**src/rtl/spi_cmd_arbiter_if.sv**
```systemverilog
// rtl/spi_cmd_arbiter_if.sv - start/done handshake bundle between the arbiter and the 48-bit SPI master
//
// Signals (directions as seen from the arbiter, modport master):
//    spi_start_o  out  1   one-cycle start pulse to the SPI master
//    spi_cmd_o    out  48  frame to transmit, stable from start until done
//    spi_cs_o     out  1   card chip select, active-low
//    spi_done_i   in   1   one-cycle pulse, frame complete and spi_data_i valid
//    spi_data_i   in   48  received frame, response byte in [47:40]
// The slave modport is the SPI master's view of the same wires.

interface spi_cmd_arbiter_if;
   logic        spi_start_o;
   logic [47:0] spi_cmd_o;
   logic        spi_cs_o;
   logic        spi_done_i;
   logic [47:0] spi_data_i;

   modport master (
      output spi_start_o,
      output spi_cmd_o,
      output spi_cs_o,
      input  spi_done_i,
      input  spi_data_i
   );

   modport slave (
      input  spi_start_o,
      input  spi_cmd_o,
      input  spi_cs_o,
      output spi_done_i,
      output spi_data_i
   );
endinterface

```
**src/rtl/spi_cmd_arbiter.sv**
```systemverilog
// rtl/spi_cmd_arbiter.sv - two-requester command arbiter in front of a 48-bit-frame SPI master
//
// Grants one of two command requesters, sends its 48-bit command frame with chip
// select held low, polls with fill frames until the card returns an R1 byte other
// than NORESP_BYTE (or POLL_MAX fill frames have gone out), then acks the owner.
//
// Ports:
//    arb_clk_i   in   1   clock, rising edge
//    arb_rst_i   in   1   synchronous active-low reset
//    rN_req_i    in   1   requester N command request, level, held until rN_ack_o
//    rN_cmd_i    in   48  requester N command frame
//    rN_ack_o    out  1   one-cycle completion pulse to requester N
//    rN_err_o    out  1   valid with rN_ack_o, 1 = poll timeout
//    rN_resp_o   out  48  last received frame for requester N, held until next ack
//    spi         if       master modport of spi_cmd_arbiter_if (start/cmd/cs/done/data)
//    busy_o      out  1   high whenever the FSM is not IDLE
//    grant_o     out  2   one-hot current owner, 2'b00 when idle
//
// Build option ARB_FIXED_PRIO_EN: when defined, requester 0 always wins simultaneous
// requests and no round-robin pointer exists; otherwise round-robin arbitration.

module spi_cmd_arbiter #(
   parameter int unsigned  POLL_MAX    = 8,
   parameter logic [47:0]  FILL_CMD    = 48'hFFFF_FFFF_FFFF,
   parameter logic [7:0]   NORESP_BYTE = 8'hFF
) (
   input  logic           arb_clk_i,
   input  logic           arb_rst_i,

   input  logic           r0_req_i,
   input  logic [47:0]    r0_cmd_i,
   output logic           r0_ack_o,
   output logic           r0_err_o,
   output logic [47:0]    r0_resp_o,

   input  logic           r1_req_i,
   input  logic [47:0]    r1_cmd_i,
   output logic           r1_ack_o,
   output logic           r1_err_o,
   output logic [47:0]    r1_resp_o,

   spi_cmd_arbiter_if.master spi,

   output logic           busy_o,
   output logic [1:0]     grant_o
);

   localparam logic [7:0] POLL_MAX_C = 8'(POLL_MAX);

   typedef enum logic [2:0] {
      IDLE  = 3'd0,
      START = 3'd1,
      WAIT  = 3'd2,
      CHECK = 3'd3,
      POLL  = 3'd4,
      DONE  = 3'd5
   } state_t;

   state_t      state_q, state_d;
   logic        spi_start_q, spi_start_d;
   logic [47:0] spi_cmd_q, spi_cmd_d;
   logic        spi_cs_q, spi_cs_d;
   logic [1:0]  grant_q, grant_d;
   logic        busy_q, busy_d;
   logic [7:0]  poll_cnt_q, poll_cnt_d;
   logic [47:0] rx_data_q, rx_data_d;

   logic        r0_ack_q, r0_ack_d;
   logic        r0_err_q, r0_err_d;
   logic [47:0] r0_resp_q, r0_resp_d;
   logic        r1_ack_q, r1_ack_d;
   logic        r1_err_q, r1_err_d;
   logic [47:0] r1_resp_q, r1_resp_d;

`ifndef ARB_FIXED_PRIO_EN
   // 1 = requester 1 was granted last, 0 = requester 0 was granted last.
   logic        rr_last_q, rr_last_d;
`endif

   // A requester still holding req during its own ack cycle must not be regranted.
   logic        req0_v, req1_v;
   logic        pick0;
   logic        timeout_err;

   assign req0_v = r0_req_i & ~r0_ack_q;
   assign req1_v = r1_req_i & ~r1_ack_q;

   always_comb begin
      pick0 = 1'b0;
`ifdef ARB_FIXED_PRIO_EN
      pick0 = req0_v;
`else
      // Requester 0 wins alone, or on a tie when requester 1 was served last.
      pick0 = req0_v & (~req1_v | rr_last_q);
`endif
   end

   assign timeout_err = (rx_data_q[47:40] == NORESP_BYTE);

   always_comb begin
      state_d     = state_q;
      spi_start_d = 1'b0;
      spi_cmd_d   = spi_cmd_q;
      spi_cs_d    = spi_cs_q;
      grant_d     = grant_q;
      poll_cnt_d  = poll_cnt_q;
      rx_data_d   = rx_data_q;
      r0_ack_d    = 1'b0;
      r0_err_d    = 1'b0;
      r0_resp_d   = r0_resp_q;
      r1_ack_d    = 1'b0;
      r1_err_d    = 1'b0;
      r1_resp_d   = r1_resp_q;
`ifndef ARB_FIXED_PRIO_EN
      rr_last_d   = rr_last_q;
`endif

      case (state_q)
         IDLE: begin
            if (req0_v || req1_v) begin
               state_d   = START;
               spi_cs_d  = 1'b0;
               grant_d   = pick0 ? 2'b01 : 2'b10;
               spi_cmd_d = pick0 ? r0_cmd_i : r1_cmd_i;
`ifndef ARB_FIXED_PRIO_EN
               rr_last_d = ~pick0;
`endif
            end
         end

         START: begin
            spi_start_d = 1'b1;
            state_d     = WAIT;
         end

         WAIT: begin
            if (spi.spi_done_i) begin
               rx_data_d = spi.spi_data_i;
               state_d   = CHECK;
            end
         end

         CHECK: begin
            if (rx_data_q[47:40] != NORESP_BYTE) begin
               state_d = DONE;
            end else if (poll_cnt_q < POLL_MAX_C) begin
               poll_cnt_d = poll_cnt_q + 8'd1;
               spi_cmd_d  = FILL_CMD;
               state_d    = POLL;
            end else begin
               state_d = DONE;
            end
         end

         POLL: begin
            spi_start_d = 1'b1;
            state_d     = WAIT;
         end

         DONE: begin
            // CHECK only reaches DONE with a no-response byte after the poll budget is spent.
            if (grant_q[0]) begin
               r0_ack_d  = 1'b1;
               r0_err_d  = timeout_err;
               r0_resp_d = rx_data_q;
            end else if (grant_q[1]) begin
               r1_ack_d  = 1'b1;
               r1_err_d  = timeout_err;
               r1_resp_d = rx_data_q;
            end
            spi_cs_d   = 1'b1;
            grant_d    = 2'b00;
            poll_cnt_d = 8'd0;
            state_d    = IDLE;
         end

         default: begin
            state_d  = IDLE;
            spi_cs_d = 1'b1;
            grant_d  = 2'b00;
         end
      endcase

      busy_d = (state_d != IDLE);
   end

   always_ff @(posedge arb_clk_i) begin
      if (!arb_rst_i) begin
         state_q     <= IDLE;
         spi_start_q <= 1'b0;
         spi_cmd_q   <= FILL_CMD;
         spi_cs_q    <= 1'b1;
         grant_q     <= 2'b00;
         busy_q      <= 1'b0;
         poll_cnt_q  <= 8'd0;
         rx_data_q   <= 48'd0;
         r0_ack_q    <= 1'b0;
         r0_err_q    <= 1'b0;
         r0_resp_q   <= 48'd0;
         r1_ack_q    <= 1'b0;
         r1_err_q    <= 1'b0;
         r1_resp_q   <= 48'd0;
`ifndef ARB_FIXED_PRIO_EN
         rr_last_q   <= 1'b1;
`endif
      end else begin
         state_q     <= state_d;
         spi_start_q <= spi_start_d;
         spi_cmd_q   <= spi_cmd_d;
         spi_cs_q    <= spi_cs_d;
         grant_q     <= grant_d;
         busy_q      <= busy_d;
         poll_cnt_q  <= poll_cnt_d;
         rx_data_q   <= rx_data_d;
         r0_ack_q    <= r0_ack_d;
         r0_err_q    <= r0_err_d;
         r0_resp_q   <= r0_resp_d;
         r1_ack_q    <= r1_ack_d;
         r1_err_q    <= r1_err_d;
         r1_resp_q   <= r1_resp_d;
`ifndef ARB_FIXED_PRIO_EN
         rr_last_q   <= rr_last_d;
`endif
      end
   end

   assign spi.spi_start_o = spi_start_q;
   assign spi.spi_cmd_o   = spi_cmd_q;
   assign spi.spi_cs_o    = spi_cs_q;

   assign r0_ack_o  = r0_ack_q;
   assign r0_err_o  = r0_err_q;
   assign r0_resp_o = r0_resp_q;
   assign r1_ack_o  = r1_ack_q;
   assign r1_err_o  = r1_err_q;
   assign r1_resp_o = r1_resp_q;
   assign busy_o    = busy_q;
   assign grant_o   = grant_q;

endmodule

```
**src/flat_wrapper.sv**
```systemverilog
// flat-port wrapper written by rule: the top's interface ports become plain ports
module spi_cmd_arbiter_flat 
#(
   parameter int unsigned  POLL_MAX    = 8,
   parameter logic [47:0]  FILL_CMD    = 48'hFFFF_FFFF_FFFF,
   parameter logic [7:0]   NORESP_BYTE = 8'hFF
)
  (arb_clk_i, arb_rst_i, r0_req_i, r0_cmd_i, r0_ack_o, r0_err_o, r0_resp_o, r1_req_i, r1_cmd_i, r1_ack_o, r1_err_o, r1_resp_o, busy_o, grant_o, spi_spi_start_o, spi_spi_cmd_o, spi_spi_cs_o, spi_spi_done_i, spi_spi_data_i);
  spi_cmd_arbiter_if spi_i ();
  input  logic arb_clk_i;
  input  logic arb_rst_i;
  input  logic r0_req_i;
  input  logic [47:0] r0_cmd_i;
  output logic r0_ack_o;
  output logic r0_err_o;
  output logic [47:0] r0_resp_o;
  input  logic r1_req_i;
  input  logic [47:0] r1_cmd_i;
  output logic r1_ack_o;
  output logic r1_err_o;
  output logic [47:0] r1_resp_o;
  output logic busy_o;
  output logic [1:0] grant_o;
  output wire logic [$bits(spi_i.spi_start_o)-1:0] spi_spi_start_o;
  output wire logic [$bits(spi_i.spi_cmd_o)-1:0] spi_spi_cmd_o;
  output wire logic [$bits(spi_i.spi_cs_o)-1:0] spi_spi_cs_o;
  input wire logic [$bits(spi_i.spi_done_i)-1:0] spi_spi_done_i;
  input wire logic [$bits(spi_i.spi_data_i)-1:0] spi_spi_data_i;
  assign spi_spi_start_o = spi_i.spi_start_o;
  assign spi_spi_cmd_o = spi_i.spi_cmd_o;
  assign spi_spi_cs_o = spi_i.spi_cs_o;
  assign spi_i.spi_done_i = spi_spi_done_i;
  assign spi_i.spi_data_i = spi_spi_data_i;
  spi_cmd_arbiter #(.POLL_MAX(POLL_MAX), .FILL_CMD(FILL_CMD), .NORESP_BYTE(NORESP_BYTE)) u_core (.arb_clk_i(arb_clk_i), .arb_rst_i(arb_rst_i), .r0_req_i(r0_req_i), .r0_cmd_i(r0_cmd_i), .r0_ack_o(r0_ack_o), .r0_err_o(r0_err_o), .r0_resp_o(r0_resp_o), .r1_req_i(r1_req_i), .r1_cmd_i(r1_cmd_i), .r1_ack_o(r1_ack_o), .r1_err_o(r1_err_o), .r1_resp_o(r1_resp_o), .spi(spi_i), .busy_o(busy_o), .grant_o(grant_o));
endmodule
```
**config.mk**
```make
export PLATFORM = sky130hd
export DESIGN_NAME = spi_cmd_arbiter_flat
export DESIGN_NICKNAME = d
export VERILOG_FILES = /design/src/rtl/spi_cmd_arbiter_if.sv /design/src/rtl/spi_cmd_arbiter.sv /design/src/flat_wrapper.sv
export SDC_FILE = /design/constraint.sdc
export NUM_CORES = 1
export LEC_CHECK = 0
export CAP_MARGIN = 20
export CORE_ASPECT_RATIO = 0.9
export CORE_MARGIN = 3
export CORE_UTILIZATION = 47
export CTS_CLUSTER_SIZE = 12
export DETAILED_ROUTE_END_ITERATION = 7
export PLACE_DENSITY = 0.85
export REMOVE_ABC_BUFFERS = 1
export SLEW_MARGIN = 5
export SYNTH_ARGS = -nofsm -noshare
export SYNTH_HDL_FRONTEND = slang
export SYNTH_SLANG_ARGS = --single-unit
```
**constraint.sdc**
```tcl
create_clock -name arb_clk_i -period 3.81 [get_ports arb_clk_i]
set_input_delay 0.762 -clock arb_clk_i [delete_from_list [all_inputs] [get_ports arb_clk_i]]
set_output_delay 0.762 -clock arb_clk_i [all_outputs]
set_load 0.03 [all_outputs]
```
Word-level counts from Yosys, hierarchy flattened:

Cells that the tools add are included.

* register bits after elaboration: 213
* output and inout bits: 153
* logic and storage cells: 79

* add/subtract/negate cells: 1
* magnitude comparators: 1
* eq/ne operators: 10
* muxes and demuxes: 21
* bitwise logic cells: 13
* reductions and logical operators: 18

Operators with widths (number)
* $mux 48: 4
* $pmux 48 s2: 1
* $mux 8: 2
* $pmux 8 s2: 1
* $pmux 3 s4: 1
* $reduce_and 2->1: 5
* $mux 3: 3
* $not 1->1: 9
* $reduce_and 3->1: 3
* $add 8x1->8 const B: 1
* $eq 8x8->1 const B: 1
* $lt 8x4->1 const B: 1
* $ne 8x8->1 const B: 1
* $reduce_or 4->1: 2
* $eq 3x2->1 const B: 2
* $eq 3x3->1 const B: 2
* $mux 1: 5
* $mux 2: 2
* $ne 2x1->1 const B: 2
* $pmux 2 s2: 1
* $reduce_and 4->1: 1
* $reduce_bool 2->1: 2
* $and 1x1->1: 3
* $eq 3x1->1 const B: 1
* 8 further kinds: 8

Depth between registers and ports, before layout:

* word-level depth: 8
* gate-level depth with buffers: 8
* depth with buffers taken out: 4

Least setup slack after synthesis:

Ideal clock, no wire load.

* kind: input to register
* from: input r0_req_i
* to: register u_core.grant_q[1], in the netlist u_core.grant_o[1]
* data arrival time: 1.793 ns
* path slack: 1.900 ns
* cell stages on the path: 6
* path through: nand2b_1 o21ba_2 clkbuf_1 buf_2 o31ai_1 a32o_1

* cells in the longest elaborated chain, start to end: 5
* elaborated cells between the ends (all ways): 8
* those cells by class: 1 x eq/ne; 3 x mux; 2 x bitwise; 2 x reduce/logical

Ends and longest elaborated chain
* start, declared: RTL line flat_wrapper.sv:12 `input logic r0_req_i;`
* $and 1x1->1 *: RTL line spi_cmd_arbiter.sv:85 `assign req0_v = r0_req_i & ~r0_ack_q;`
* $and 1x1->1: RTL line spi_cmd_arbiter.sv:94 `pick0 = req0_v & (~req1_v | rr_last_q);`
* $mux 2: RTL line spi_cmd_arbiter.sv:123 `grant_d = pick0 ? 2'b01 : 2'b10;`
* $mux 2: RTL line spi_cmd_arbiter.sv:120 `if (req0_v || req1_v) begin`
* $pmux 2 s2: RTL line spi_cmd_arbiter.sv:118 `case (state_q)`
* end signal, assigned: RTL line spi_cmd_arbiter.sv:211 `grant_q <= grant_d;`
* end, declared: RTL line spi_cmd_arbiter.sv:63 `logic [1:0] grant_q, grant_d;`

Mark *: on every way between the ends. The rest lies on a longest branch, timed or not. The select of a mux whose other input is x is not followed.
A chain may end at the register's enable or synchronous reset.

Final worst setup path:

* from: register u_core.grant_q[0], in the netlist u_core.grant_o[0]
* to: output grant_o[0]

RTL lines
* end, declared: RTL line flat_wrapper.sv:23 `output logic [1:0] grant_o;`

No word-level cell between the ends.

==> Flow_metrics.wiki <==
{| class="wikitable"
! Metric !! Value
|-
| Setup repair after global routing missed its margin || false
|-
| Via count of the first global-routing pass || 6980
|-
| Clock-pin slew on the worst setup and hold paths || 0.06 ns
|-
| Number of buffers inserted by hold repair at cts || 0
|-
| Clock root buffer || clkbuf_16
|-
| Final Net Count || 1295
|-
| Gate count after technology mapping || 878
|-
| Worst path required time || 3.05 ns
|-
| Initial DRC count || 452
|-
| Power density normalized to cell area || 466 mW/mm^2
|-
| Power share of the sequential group || 45.6%
|-
| Async set-reset flop share out of synthesis || 0%
|-
| Largest stage delay on the critical path || 0.75 ns
|-
| Critical Path Sink Type || primary output
|-
| Most repeated cell in the gate-level netlist after synthesis || nand2_1
|-
| Effective utilization at floorplan || 49.2%
|-
| Count of vias placed by the detailed router || 7111
|-
| Average routed wire per standard cell || 17.8 microns
|-
| Buf/Inv on CP || 1
|-
| GRT overflow || 0
|-
| Top layer in use || met4
|-
| CTS tree || built
|-
| Setup-violating endpoint count in the final report || 0
|-
| Count of inserted antenna diode cells || 0
|-
| Ratio of routed vias to standard cells || 5.24
|-
| Count of flip-flops with a built-in enable after synthesis || 0
|-
| Number of hold-slack violations in the final timing report || 0
|-
| Die area || 0.0181 sq mm
|-
| Yosys top cell by area || dfxtp_1
|-
| CP max-delay cell || clkdlybuf4s50_1
|-
| Max clock buf depth || 3
|-
| Latest clock arrival within the worst-skew pair || 0.51 ns
|-
| Largest cells by area after synthesis || dfxtp_1, nand2_1, a21oi_1
|-
| Flip-flop cell with the highest count after synthesis || dfxtp_1
|-
| Global routing usage summed across all routing layers || 25.5%
|-
| Fmax || 403 MHz
|-
| Residual DRC count || 0
|-
| Setup TNS Final || 0 ns
|-
| Post-CTS setup-driven buffer insertion count || 0
|-
| Quantity of I/O buffers inserted on ports || 301
|-
| Height of the chip || 128 microns
|-
| Final clock skew || 0.0233 ns
|-
| Switching part of the total || 25.8%
|-
| Pin count of the biggest net entering global routing || 150
|-
| Num CTS Buffers || 22
|-
| Max FO, Critical Path || 7
|-
| Cell area after layout || 0.0115 sq mm
|-
| Num ports || 302
|-
| Leakage power of the design || 4.09 nW
|-
| Routability cong. || 0.814
|-
| Final Max Slew Viols || 0
|-
| Cell count of the worst hold path || 2
|-
| Part of the power in combinational logic || 16.9%
|-
| Flip-flop and latch count after synthesis || 213
|-
| Synthesized cell area || 0.00775 sq mm
|-
| Worst hold-check slack || 0.451 ns
|-
| Minimum setup slack after placement || 1.10 ns
|-
| H-Tree Level Count || 1
|-
| Worst hold path endpoint || u_core.r1_resp_o[36]
|-
| Cell count of the worst reg-to-reg path || 4
|-
| Number of max-cap violations || 0
|-
| Average cell area after synthesis || 8.83 sq um
|-
| Routed met3 length || 2760 microns
|-
| Final critical-path share of the clock period || 65.1%
|-
| Worst max-slew margin expressed relative to the limit || 30.7%
|-
| Power Internal || 3.97 mW
|-
| Arrival time of the worst setup path || 1.72 ns
|-
| Wire length the detailed router placed on met1 || 9110 microns
|-
| Element type at the critical path start || register
|-
| First-pass GRT wire length || 37200 microns
|-
| Slack of the worst reg-to-reg path || 1.47 ns
|-
| Antenna Nets Post-Route || 0
|-
| CTS sink count || 213
|-
| Sum of met2 wire segment lengths after detailed routing || 11800 microns
|-
| Part of the total power dissipated in the clock network || 37.5%
|-
| Cts repair resizes || 0
|-
| Area growth syn-to-layout || 48.2%
|-
| Initial antenna violation count || 0
|-
| Count of TritonRoute iterations in the first routing pass || 7
|-
| Crit Path Category || reg2out
|-
| Sw power || 1.38 mW
|-
| Top post-synthesis cells by count || nand2_1, dfxtp_1, a21oi_1, mux2i_1, a2bb2oi_1
|-
| Hold Crit Start || u_core.r1_resp_o[36]
|-
| Reg-to-reg startpoint || u_core.state_q[2]
|-
| Sequence of cells on the critical path || clkdlybuf4s50_1
|-
| VDD IR-drop max || 0.366 mV
|-
| Die X-Extent || 141 microns
|-
| Run status || complete, no violations
|-
| Routed Wire Length || 24100 microns
|-
| Tightest Pin Transition || 1.04 ns
|-
| Kind of cell with the highest combined delay on the critical path || buffers and inverters
|-
| Share of Yosys cell area claimed by the top area cell type || 55.0%
|-
| Area of the placeable core || 0.0158 sq mm
|-
| Detail Placement HPWL || 16500 microns
|-
| Placed standard-cell area || 0.0108 sq mm
|-
| Ys Warns || 0
|-
| Hold Crit Class || reg2reg
|-
| Netlist cell types || 41
|-
| Num rows || 43
|-
| RR Endpoint || u_core.spi.spi_cmd_o[44]
|-
| Sequential element share of the synthesized area || 55.0%
|-
| Share of final-layout standard cells stronger than drive strength 1 || 4.25%
|-
| Setup slack of the critical path after layout || 1.33 ns
|-
| Final critical delay including setup and external delays || 2.48 ns
|}
[worst max-delay path by stage]
stage	cells past startpoint	from	end
6_report	1	u_core.grant_o[0]	grant_o[0]
2_1_floorplan	3	arb_rst_i	u_core.spi.spi_cmd_o[0]
4_1_cts	1	u_core.grant_o[0]	grant_o[0]
3_5_place_dp	5	r0_req_i	u_core.spi.spi_cmd_o[11]
3_3_place_gp	3	arb_rst_i	u_core.spi.spi_cmd_o[15]
5_1_grt	4	u_core.state_q[2]	u_core.spi.spi_cmd_o[7]
[sequential cells by signal, summed over array words and instances (netlist names)]
| register | flops |
|---|---|
| u_core.r0_ack_o | 1 |
| u_core.r1_err_o | 1 |
| u_core.rx_data_q | 48 |
| u_core.spi.spi_start_o | 1 |
| u_core.r0_resp_o | 48 |
| u_core.spi.spi_cmd_o | 48 |
| u_core.state_q | 3 |
| u_core.r0_err_o | 1 |
| u_core.spi.spi_cs_o | 1 |
| u_core.poll_cnt_q | 8 |
| u_core.grant_o | 2 |
| u_core.rr_last_q | 1 |
| u_core.r1_resp_o | 48 |
| u_core.r1_ack_o | 1 |
| u_core.busy_o | 1 |
[kinds of logic after synthesis]
group	count (synthesis)	synth area share [%]
muxes	49	6.34
buffers and inverters	69	4.08
and+or+nand+nor	335	17.8
xor gates and xnor gates	2	0.226
AOI/OAI and AO/OA	209	16.4
DFF	213	55.0
adders and majority gates	1	0.161
[per-layer routing]
| metal | track usage (%) | up-vias |
|---|---|---|
| li1 | - | 3482 |
| met1 | 29.7 | 3329 |
| met2 | 44.5 | 272 |
| met3 | 9.59 | 28 |
| met4 | 6.09 | 0 |
| met5 | 0 | - |
[stage by stage]
stage / util [%] / cells / power, mW
6_report: 72.9 / 1356 / 5.35
5_1_grt: 72.9 / 1356 / 5.54
4_1_cts: 72.9 / 1356 / 5.39
2_1_floorplan: - / 812 / 2.95
3_5_place_dp: 68.6 / 1323 / 3.39
3_3_place_gp: 68.6 / 1323 / 3.38
[cell usage in the layout, fill, tap and decap left out, types with 2 or more instances in the layout]
cell type / Yosys / routed
dfxtp_1: 213 / 213
clkdlybuf4s50_1: 0 / 301
clkbuf_1: 41 / 7
nor3_1: 3 / 3
xnor2_1: 2 / 2
nor2_1: 8 / 8
buf_4: 0 / 6
a32o_1: 2 / 2
nand2_1: 297 / 297
inv_1: 3 / 2
o21ai_0: 2 / 2
and2_2: 0 / 2
mux2i_1: 48 / 48
and4_1: 2 / 2
nand2b_1: 2 / 2
a2bb2oi_1: 47 / 47
nand3b_1: 2 / 2
and3_1: 6 / 5
buf_12: 0 / 2
clkbuf_8: 0 / 2
and2_1: 5 / 3
a21oi_1: 150 / 150
clkbuf_16: 0 / 22
[area by class of cell]
type / instances / area (sq um)
clock buffers: 31 / 604
clock inverters: 2 / 60.1
fillers: 1150 / 4280
inverters: 3 / 13.8
multi-input cells: 596 / 3190
flip-flops and latches: 213 / 4260
well taps: 202 / 253
repair buffers: 309 / 3100
[power by group through the flow]
stage	Clock (mW)	Sequential (mW)	Combinational [mW]
after floorplan	0	2.63	0.313
after global placement	0	2.49	0.897
after detailed placement	0	2.48	0.908
after CTS	2.04	2.44	0.912
after global routing	2.12	2.45	0.958
final	2.00	2.44	0.906
(Power assumes the default switching activity.)
